File: src/rtl/ccl_frame_sequencer.sv
// rtl/ccl_frame_sequencer.sv - CCL frame controller: scan, one-line flush, label readout (option CCL_SKIP_EMPTY_EN)
module ccl_frame_sequencer #(
    parameter int WIDTH      = 640,
    parameter int HEIGHT     = 480,
    parameter int WORD_SIZE  = 8,
    parameter int DATA_WIDTH = 24
) (
    input  logic                  clk,
    input  logic                  reset_n,
    input  logic                  start,
    input  logic                  s_valid,
    output logic                  s_ready,
    input  logic [WORD_SIZE-1:0]  s_data,
    output logic                  cc_clear,
    output logic                  cc_en,
    output logic [WORD_SIZE-1:0]  cc_data,
    output logic [31:0]           cc_x,
    output logic [31:0]           cc_y,
    input  logic [WORD_SIZE-1:0]  num_labels,
    output logic                  tbl_rd_en,
    output logic [WORD_SIZE-1:0]  tbl_addr,
    input  logic [DATA_WIDTH-1:0] tbl_data,
    output logic                  m_valid,
    input  logic                  m_ready,
    output logic [WORD_SIZE-1:0]  m_label,
    output logic [DATA_WIDTH-1:0] m_data,
    output logic                  m_last,
    output logic                  busy,
    output logic                  frame_done
);

    typedef enum logic [2:0] {
        ST_IDLE,
        ST_CLEAR,
        ST_SCAN,
        ST_FLUSH,
        ST_DRAIN,
        ST_DONE
    } state_t;

    localparam logic [31:0]          X_LAST  = 32'(WIDTH - 1);
    localparam logic [31:0]          Y_LAST  = 32'(HEIGHT - 1);
    localparam logic [31:0]          Y_FLUSH = 32'(HEIGHT);
    localparam logic [WORD_SIZE-1:0] ONE     = WORD_SIZE'(1);

    state_t                state;
    logic [31:0]           x_cnt;
    logic [31:0]           y_cnt;
    logic [31:0]           f_cnt;
    logic [WORD_SIZE-1:0]  n_lab;
    logic                  loaded;
    logic [WORD_SIZE-1:0]  rd_addr;
    logic                  pend;
    logic [WORD_SIZE-1:0]  pend_label;

    logic [WORD_SIZE-1:0]  q_label [2];
    logic [DATA_WIDTH-1:0] q_data  [2];
    logic                  q_wptr;
    logic                  q_rptr;
    logic [1:0]            q_count;
`ifndef CCL_SKIP_EMPTY_EN
    logic [1:0]            q_last;
    logic                  push_last;
`endif

    logic accept;
    logic issue_done;
    logic reads_done;
    logic space;
    logic pop;
    logic push;

    // The datapath feed follows the pixel handshake in the same cycle.
    always_comb begin
        accept     = (state == ST_SCAN) && s_valid;
        cc_en      = accept || (state == ST_FLUSH);
        cc_data    = (state == ST_SCAN) ? s_data : '0;
        cc_x       = '0;
        cc_y       = '0;
        if (state == ST_SCAN) begin
            cc_x = x_cnt;
            cc_y = y_cnt;
        end else if (state == ST_FLUSH) begin
            cc_x = f_cnt;
            cc_y = Y_FLUSH;
        end

        issue_done = (rd_addr >= n_lab);
        reads_done = loaded && issue_done && !pend;

`ifdef CCL_SKIP_EMPTY_EN
        // An entry is shown only once it is known whether a later non-empty one follows.
        m_valid = (q_count == 2'd2) || ((q_count == 2'd1) && reads_done);
        m_last  = (q_count == 2'd1) && reads_done;
        push    = pend && (tbl_data != '0);
`else
        m_valid   = (q_count != 2'd0);
        m_last    = m_valid && q_last[q_rptr];
        push      = pend;
        push_last = (pend_label == (n_lab - ONE));
`endif
        m_label = q_label[q_rptr];
        m_data  = q_data[q_rptr];
        pop     = m_valid && m_ready;

        // Buffered plus in-flight entries never exceed the two skid slots.
        space     = ({1'b0, q_count} + {2'b00, pend}) < (3'd2 + {2'b00, pop});
        tbl_rd_en = (state == ST_DRAIN) && loaded && !issue_done && space;
        tbl_addr  = rd_addr;
    end

    always_ff @(posedge clk) begin
        if (!reset_n) begin
            state      <= ST_IDLE;
            x_cnt      <= '0;
            y_cnt      <= '0;
            f_cnt      <= '0;
            n_lab      <= '0;
            loaded     <= 1'b0;
            rd_addr    <= '0;
            pend       <= 1'b0;
            pend_label <= '0;
            q_label[0] <= '0;
            q_label[1] <= '0;
            q_data[0]  <= '0;
            q_data[1]  <= '0;
            q_wptr     <= 1'b0;
            q_rptr     <= 1'b0;
            q_count    <= 2'd0;
`ifndef CCL_SKIP_EMPTY_EN
            q_last     <= 2'b00;
`endif
            s_ready    <= 1'b0;
            busy       <= 1'b0;
            cc_clear   <= 1'b0;
            frame_done <= 1'b0;
        end else begin
            cc_clear   <= 1'b0;
            frame_done <= 1'b0;

            pend <= tbl_rd_en;
            if (tbl_rd_en) begin
                pend_label <= rd_addr;
                rd_addr    <= rd_addr + ONE;
            end

            if (push) begin
                q_label[q_wptr] <= pend_label;
                q_data[q_wptr]  <= tbl_data;
`ifndef CCL_SKIP_EMPTY_EN
                q_last[q_wptr]  <= push_last;
`endif
                q_wptr          <= ~q_wptr;
            end
            if (pop) begin
                q_rptr <= ~q_rptr;
            end
            q_count <= q_count + {1'b0, push} - {1'b0, pop};

            case (state)
                ST_IDLE: begin
                    if (start) begin
                        state    <= ST_CLEAR;
                        cc_clear <= 1'b1;
                        busy     <= 1'b1;
                        x_cnt    <= '0;
                        y_cnt    <= '0;
                    end
                end
                ST_CLEAR: begin
                    state   <= ST_SCAN;
                    s_ready <= 1'b1;
                end
                ST_SCAN: begin
                    if (accept) begin
                        if (x_cnt == X_LAST) begin
                            x_cnt <= '0;
                            if (y_cnt == Y_LAST) begin
                                y_cnt   <= '0;
                                f_cnt   <= '0;
                                s_ready <= 1'b0;
                                state   <= ST_FLUSH;
                            end else begin
                                y_cnt <= y_cnt + 32'd1;
                            end
                        end else begin
                            x_cnt <= x_cnt + 32'd1;
                        end
                    end
                end
                ST_FLUSH: begin
                    if (f_cnt == X_LAST) begin
                        state   <= ST_DRAIN;
                        loaded  <= 1'b0;
                        rd_addr <= ONE;
                    end else begin
                        f_cnt <= f_cnt + 32'd1;
                    end
                end
                ST_DRAIN: begin
                    // Label count is taken one cycle late so the last flush beat has landed.
                    if (!loaded) begin
                        n_lab  <= num_labels;
                        loaded <= 1'b1;
                    end else if ((pop && m_last) || (reads_done && (q_count == 2'd0))) begin
                        state      <= ST_DONE;
                        frame_done <= 1'b1;
                    end
                end
                ST_DONE: begin
                    state  <= ST_IDLE;
                    busy   <= 1'b0;
                    loaded <= 1'b0;
                end
                default: begin
                    state <= ST_IDLE;
                end
            endcase
        end
    end

endmodule

File: config.mk
export PLATFORM = sky130hd
export DESIGN_NAME = ccl_frame_sequencer
export DESIGN_NICKNAME = d
export VERILOG_FILES = /design/src/rtl/ccl_frame_sequencer.sv
export SDC_FILE = /design/constraint.sdc
export NUM_CORES = 1
export LEC_CHECK = 0
export CORE_MARGIN = 5
export CORE_UTILIZATION = 45
export CTS_BUF_LIST = sky130_fd_sc_hd__clkbuf_4 sky130_fd_sc_hd__clkbuf_8
export DETAILED_ROUTE_END_ITERATION = 8
export DONT_BUFFER_PORTS = 1
export HOLD_SLACK_MARGIN = 0.03
export PLACE_DENSITY = 0.71
export SLEW_MARGIN = 20
export SYNTH_ARGS = -nofsm -noshare
export SYNTH_HDL_FRONTEND = slang
export SYNTH_SLANG_ARGS = --single-unit
File: constraint.sdc
create_clock -name clk -period 4.4 [get_ports clk]
set_clock_uncertainty 0.1 [all_clocks]
set_input_delay 0.66 -clock clk [delete_from_list [all_inputs] [get_ports clk]]
set_output_delay 0.66 -clock clk [all_outputs]
set_load 0.02 [all_outputs]
==> results.md <==
* PwrDens at 308 nW/µm²
* Crit path max fanout at 5
* Total routing usage reported by global routing at 0.195
* Time the final worst path needs with I/O delays and setup at 3530 ps
* Detail Route Antenna Nets at 0
* Post-synth top area cell: sky130_fd_sc_hd__dfxtp_1
* Number of top-level pins at 165
* Most repeated library cell on the critical path: sky130_fd_sc_hd__inv_1
* Share of the yosys chip area belonging to registers at 0.429
* Final estimated routing congestion in global placement at 0.915
* Post-detailed-placement cell area at 11000 µm²
* CTS tree: done
* Detailed-route DRC error count at 0
* Count of flip-flops with a built-in enable after synthesis at 64
* Number of buffers added for setup after CTS at 0
* Setup repair after global routing missed its margin: false
* Maximum number of pins on one net before global-route repair at 49
* Number of nets at the end of the flow at 1234
* Area added between synthesis and finish at 5.24%
* Post-Syn Area at 10800 µm²
* Vias in the first global route at 8269
* Switching share of total power at 0.296
* Arr. time, crit path at 2770 ps
* Leading cell type by number of instances after synthesis: sky130_fd_sc_hd__dfxtp_1
* TritonCTS Buffers at 17
* Required time reported for the critical path endpoint at 3640 ps
* Cells along the critical path: inv_1 > ha_1 > nand2b_1 > a21o_1 > a211o_1 > a21boi_0 > nand3_1 > inv_1
* Count of endpoints failing setup in the final report at 0
* Die width at 165 µm
* Gate power share at 0.111
* Clock Power Share at 0.329
* Delay of the slowest cell on the worst path at 570 ps
* Deepest clock path buffer count at 2
* Slowest cell on the critical path: sky130_fd_sc_hd__dfxtp_1
* Peak supply drop at 0.166 mV
* WL/cell at 17.8 µm
* Share of the cycle needed by the critical path after routing at 0.803
* Total wirelength of the detailed-routed design at 26700 µm
* Hold-fix buffers, CTS at 0
* Clock slew seen by the registers of the worst setup and hold paths at 110 ps
* GR Overflow Total at 0
* Via count at 8831
* Number of levels the H-tree was split into at 4
* First drt pass iteration count at 5
* Buffers on Ports at 0
* Die boundary height at 165 µm
* Fraction of synthesis flops using an asynchronous set or reset pin at 0
* Highest Clock Rate at 0.283 GHz
* Worst slew slack as a fraction of its limit at 0.324
* Switching pwr at 0.00104 W
* Status: finished clean
* Static Leak at 3.61 nW
* Critical path class: reg2out
* Hold Violations, Final at 0
* Root Buffer: sky130_fd_sc_hd__clkbuf_8
* Source-to-sink clock delay at the later pin of the worst-skew pair at 480 ps
* Area of the die at 27200 µm²
* Ranking of synthesized cells by area: sky130_fd_sc_hd__dfxtp_1 25%, sky130_fd_sc_hd__edfxtp_1 18%, sky130_fd_sc_hd__and2_1 5.6%
* Initial core utilization at 0.460
* Number of antenna violations at the first check in global routing at 0
* Ratio of cells with drive above 1 in the final layout at 0.0852
* Net count after synthesis at 1281
* Total count of max-transition violations in the final report at 0
* Worst setup EP type: output port
* Syn. warnings at 0
* Sink Count at 200
* Sort of element at the start of the critical path: register
* Initial DRC Count at 732
* Top cell types by occurrence after synthesis: 136 x sky130_fd_sc_hd__dfxtp_1, 130 x sky130_fd_sc_hd__nor2_1, 97 x sky130_fd_sc_hd__and2_1
* Core Rows at 56
* Least-Margin Pin Slew at 1010 ps
* Number of vias per cell at 5.87
* Setup TNS at 0 ps
* Sequential share of power at 0.559
* Ys flop type: sky130_fd_sc_hd__dfxtp_1
* Number of cells produced by synthesis at 1219
* Yosys top cell area share at 0.252
* Count of distinct cell types in the synthesized netlist at 64
* Total of max-cap violations at 0
* Class of the worst hold path: in2reg
* Post-Syn Area per Cell at 8.88 µm²
* Half-perimeter wire length after placement at 19200 µm
* FILL cells at 2242
* Core footprint at 23500 µm²
* Final design instance area without fill at 11400 µm²
* First-pass GRT wire length at 43000 µm
* CTS-repair resized insts at 0
* Number of flip-flops and latches in the synthesized netlist at 200
* Internal Power at 0.00247 W
## path summary, 6_finish.rpt
check | start | to | slack, ps | cells past startpoint
max | tbl_addr[0] | tbl_rd_en | 870 | 8
min | reset_n | q_count[0] | 210 | 1
max reg2reg | state[1] | x_cnt[11] | 1120 | 6
min reg2reg | n_lab[1] | n_lab[1] | 380 | 2
## sequential cells by signal, summed over array words and instances, names as in the netlist, 3 cells and up, named ones only
register and flops:
q_data 48, tbl_addr 8, q_label 16, n_lab 8, f_cnt 32, y_cnt 32, pend_label 8, x_cnt 32
state 3
## through the flow
stage / hold slack, ps / worst slack (ps) / total power (W) / util / instances
floorplan: 343 / 1720 / 0.00232 / - / 1219
global placement: 359 / 1200 / 0.00238 / 0.467 / 1472
detailed placement: 366 / 1140 / 0.00239 / 0.467 / 1472
CTS: 180 / 827 / 0.00354 / 0.483 / 1504
global route: 183 / 584 / 0.00365 / 0.484 / 1504
finish: 211 / 865 / 0.00350 / 0.484 / 1505
## cells in the final DEF, fill, tap and decap left out, drive strengths merged, types with 9 or more instances in the layout
cell and count:
nand2 76, nor3 30, mux2i 47, o31ai 32, clkbuf 17, or4 35
nand3 57, and2 97, nand2b 9, xor2 13, and3 12, or3 30
ha 17, edfxtp 64, nor4 33, nor2 131, a21oi 83, buf 11
dfxtp 136, xnor2 29, mux2 33, inv 48, nand4 36, o21ai 40
## power groups by stage
stage          Clock (W)  Sequential [W]  Combinational [W]
2_1_floorplan          0         0.00199           0.000326
3_3_place_gp           0         0.00200           0.000384
3_5_place_dp           0         0.00200           0.000391
4_1_cts          0.00119         0.00196           0.000393
5_1_grt          0.00126         0.00196           0.000424
6_report         0.00115         0.00196           0.000391
## critical path: cells and delay by family, from the launching register on
kind                     cells  cell delay (ps)
AO/OA/AOI/OAI                3              750
adder cells (fa/ha/maj)      1              300
buffers and inverters        2              340
flip-flops                   1              570
AND/OR/NAND/NOR              2              330
## layout make-up
cell class / count / area (µm²) / area share
Timing Repair Buffer: 11 / 82.6 / 0.00725
Inverter: 38 / 143 / 0.0125
Multi-Input combinational cell: 904 / 5730 / 0.503
Sequential cell: 200 / 4650 / 0.408
Tap cell: 319 / 399 / 0.0351
Clock inverter: 15 / 148 / 0.0130
Clock buffer: 17 / 234 / 0.0205
Antenna cell: 1 / 2.50 / 0.000220
## cells by family (layout without fill, tap and decap cells)
kind of cell    count (synthesis)  in the layout  share of synthesized area
other cells                     0              1                          0
xor+xnor                       42             42                     0.0340
fa+ha+maj                      17             17                     0.0197
flops                         200            200                      0.429
buf+inv                       115             81                     0.0424
simple gates                  575            575                      0.290
compound gates                190            190                      0.107
mux                            80             80                     0.0778
## metal layers
layer / vias to the layer above / GRT usage / part of all wire / routed length, µm
met2: 294 / 0.330 / 0.48 / 12700
met1: 4178 / 0.249 / 0.43 / 11500
li1: 4318 / - / - / -
met3: 41 / 0.0467 / 0.079 / 2100
met4: 0 / 0.0533 / 0.017 / 467
met5: - / 0 / 0 / 0
Power figures use the tool's default switching activity.
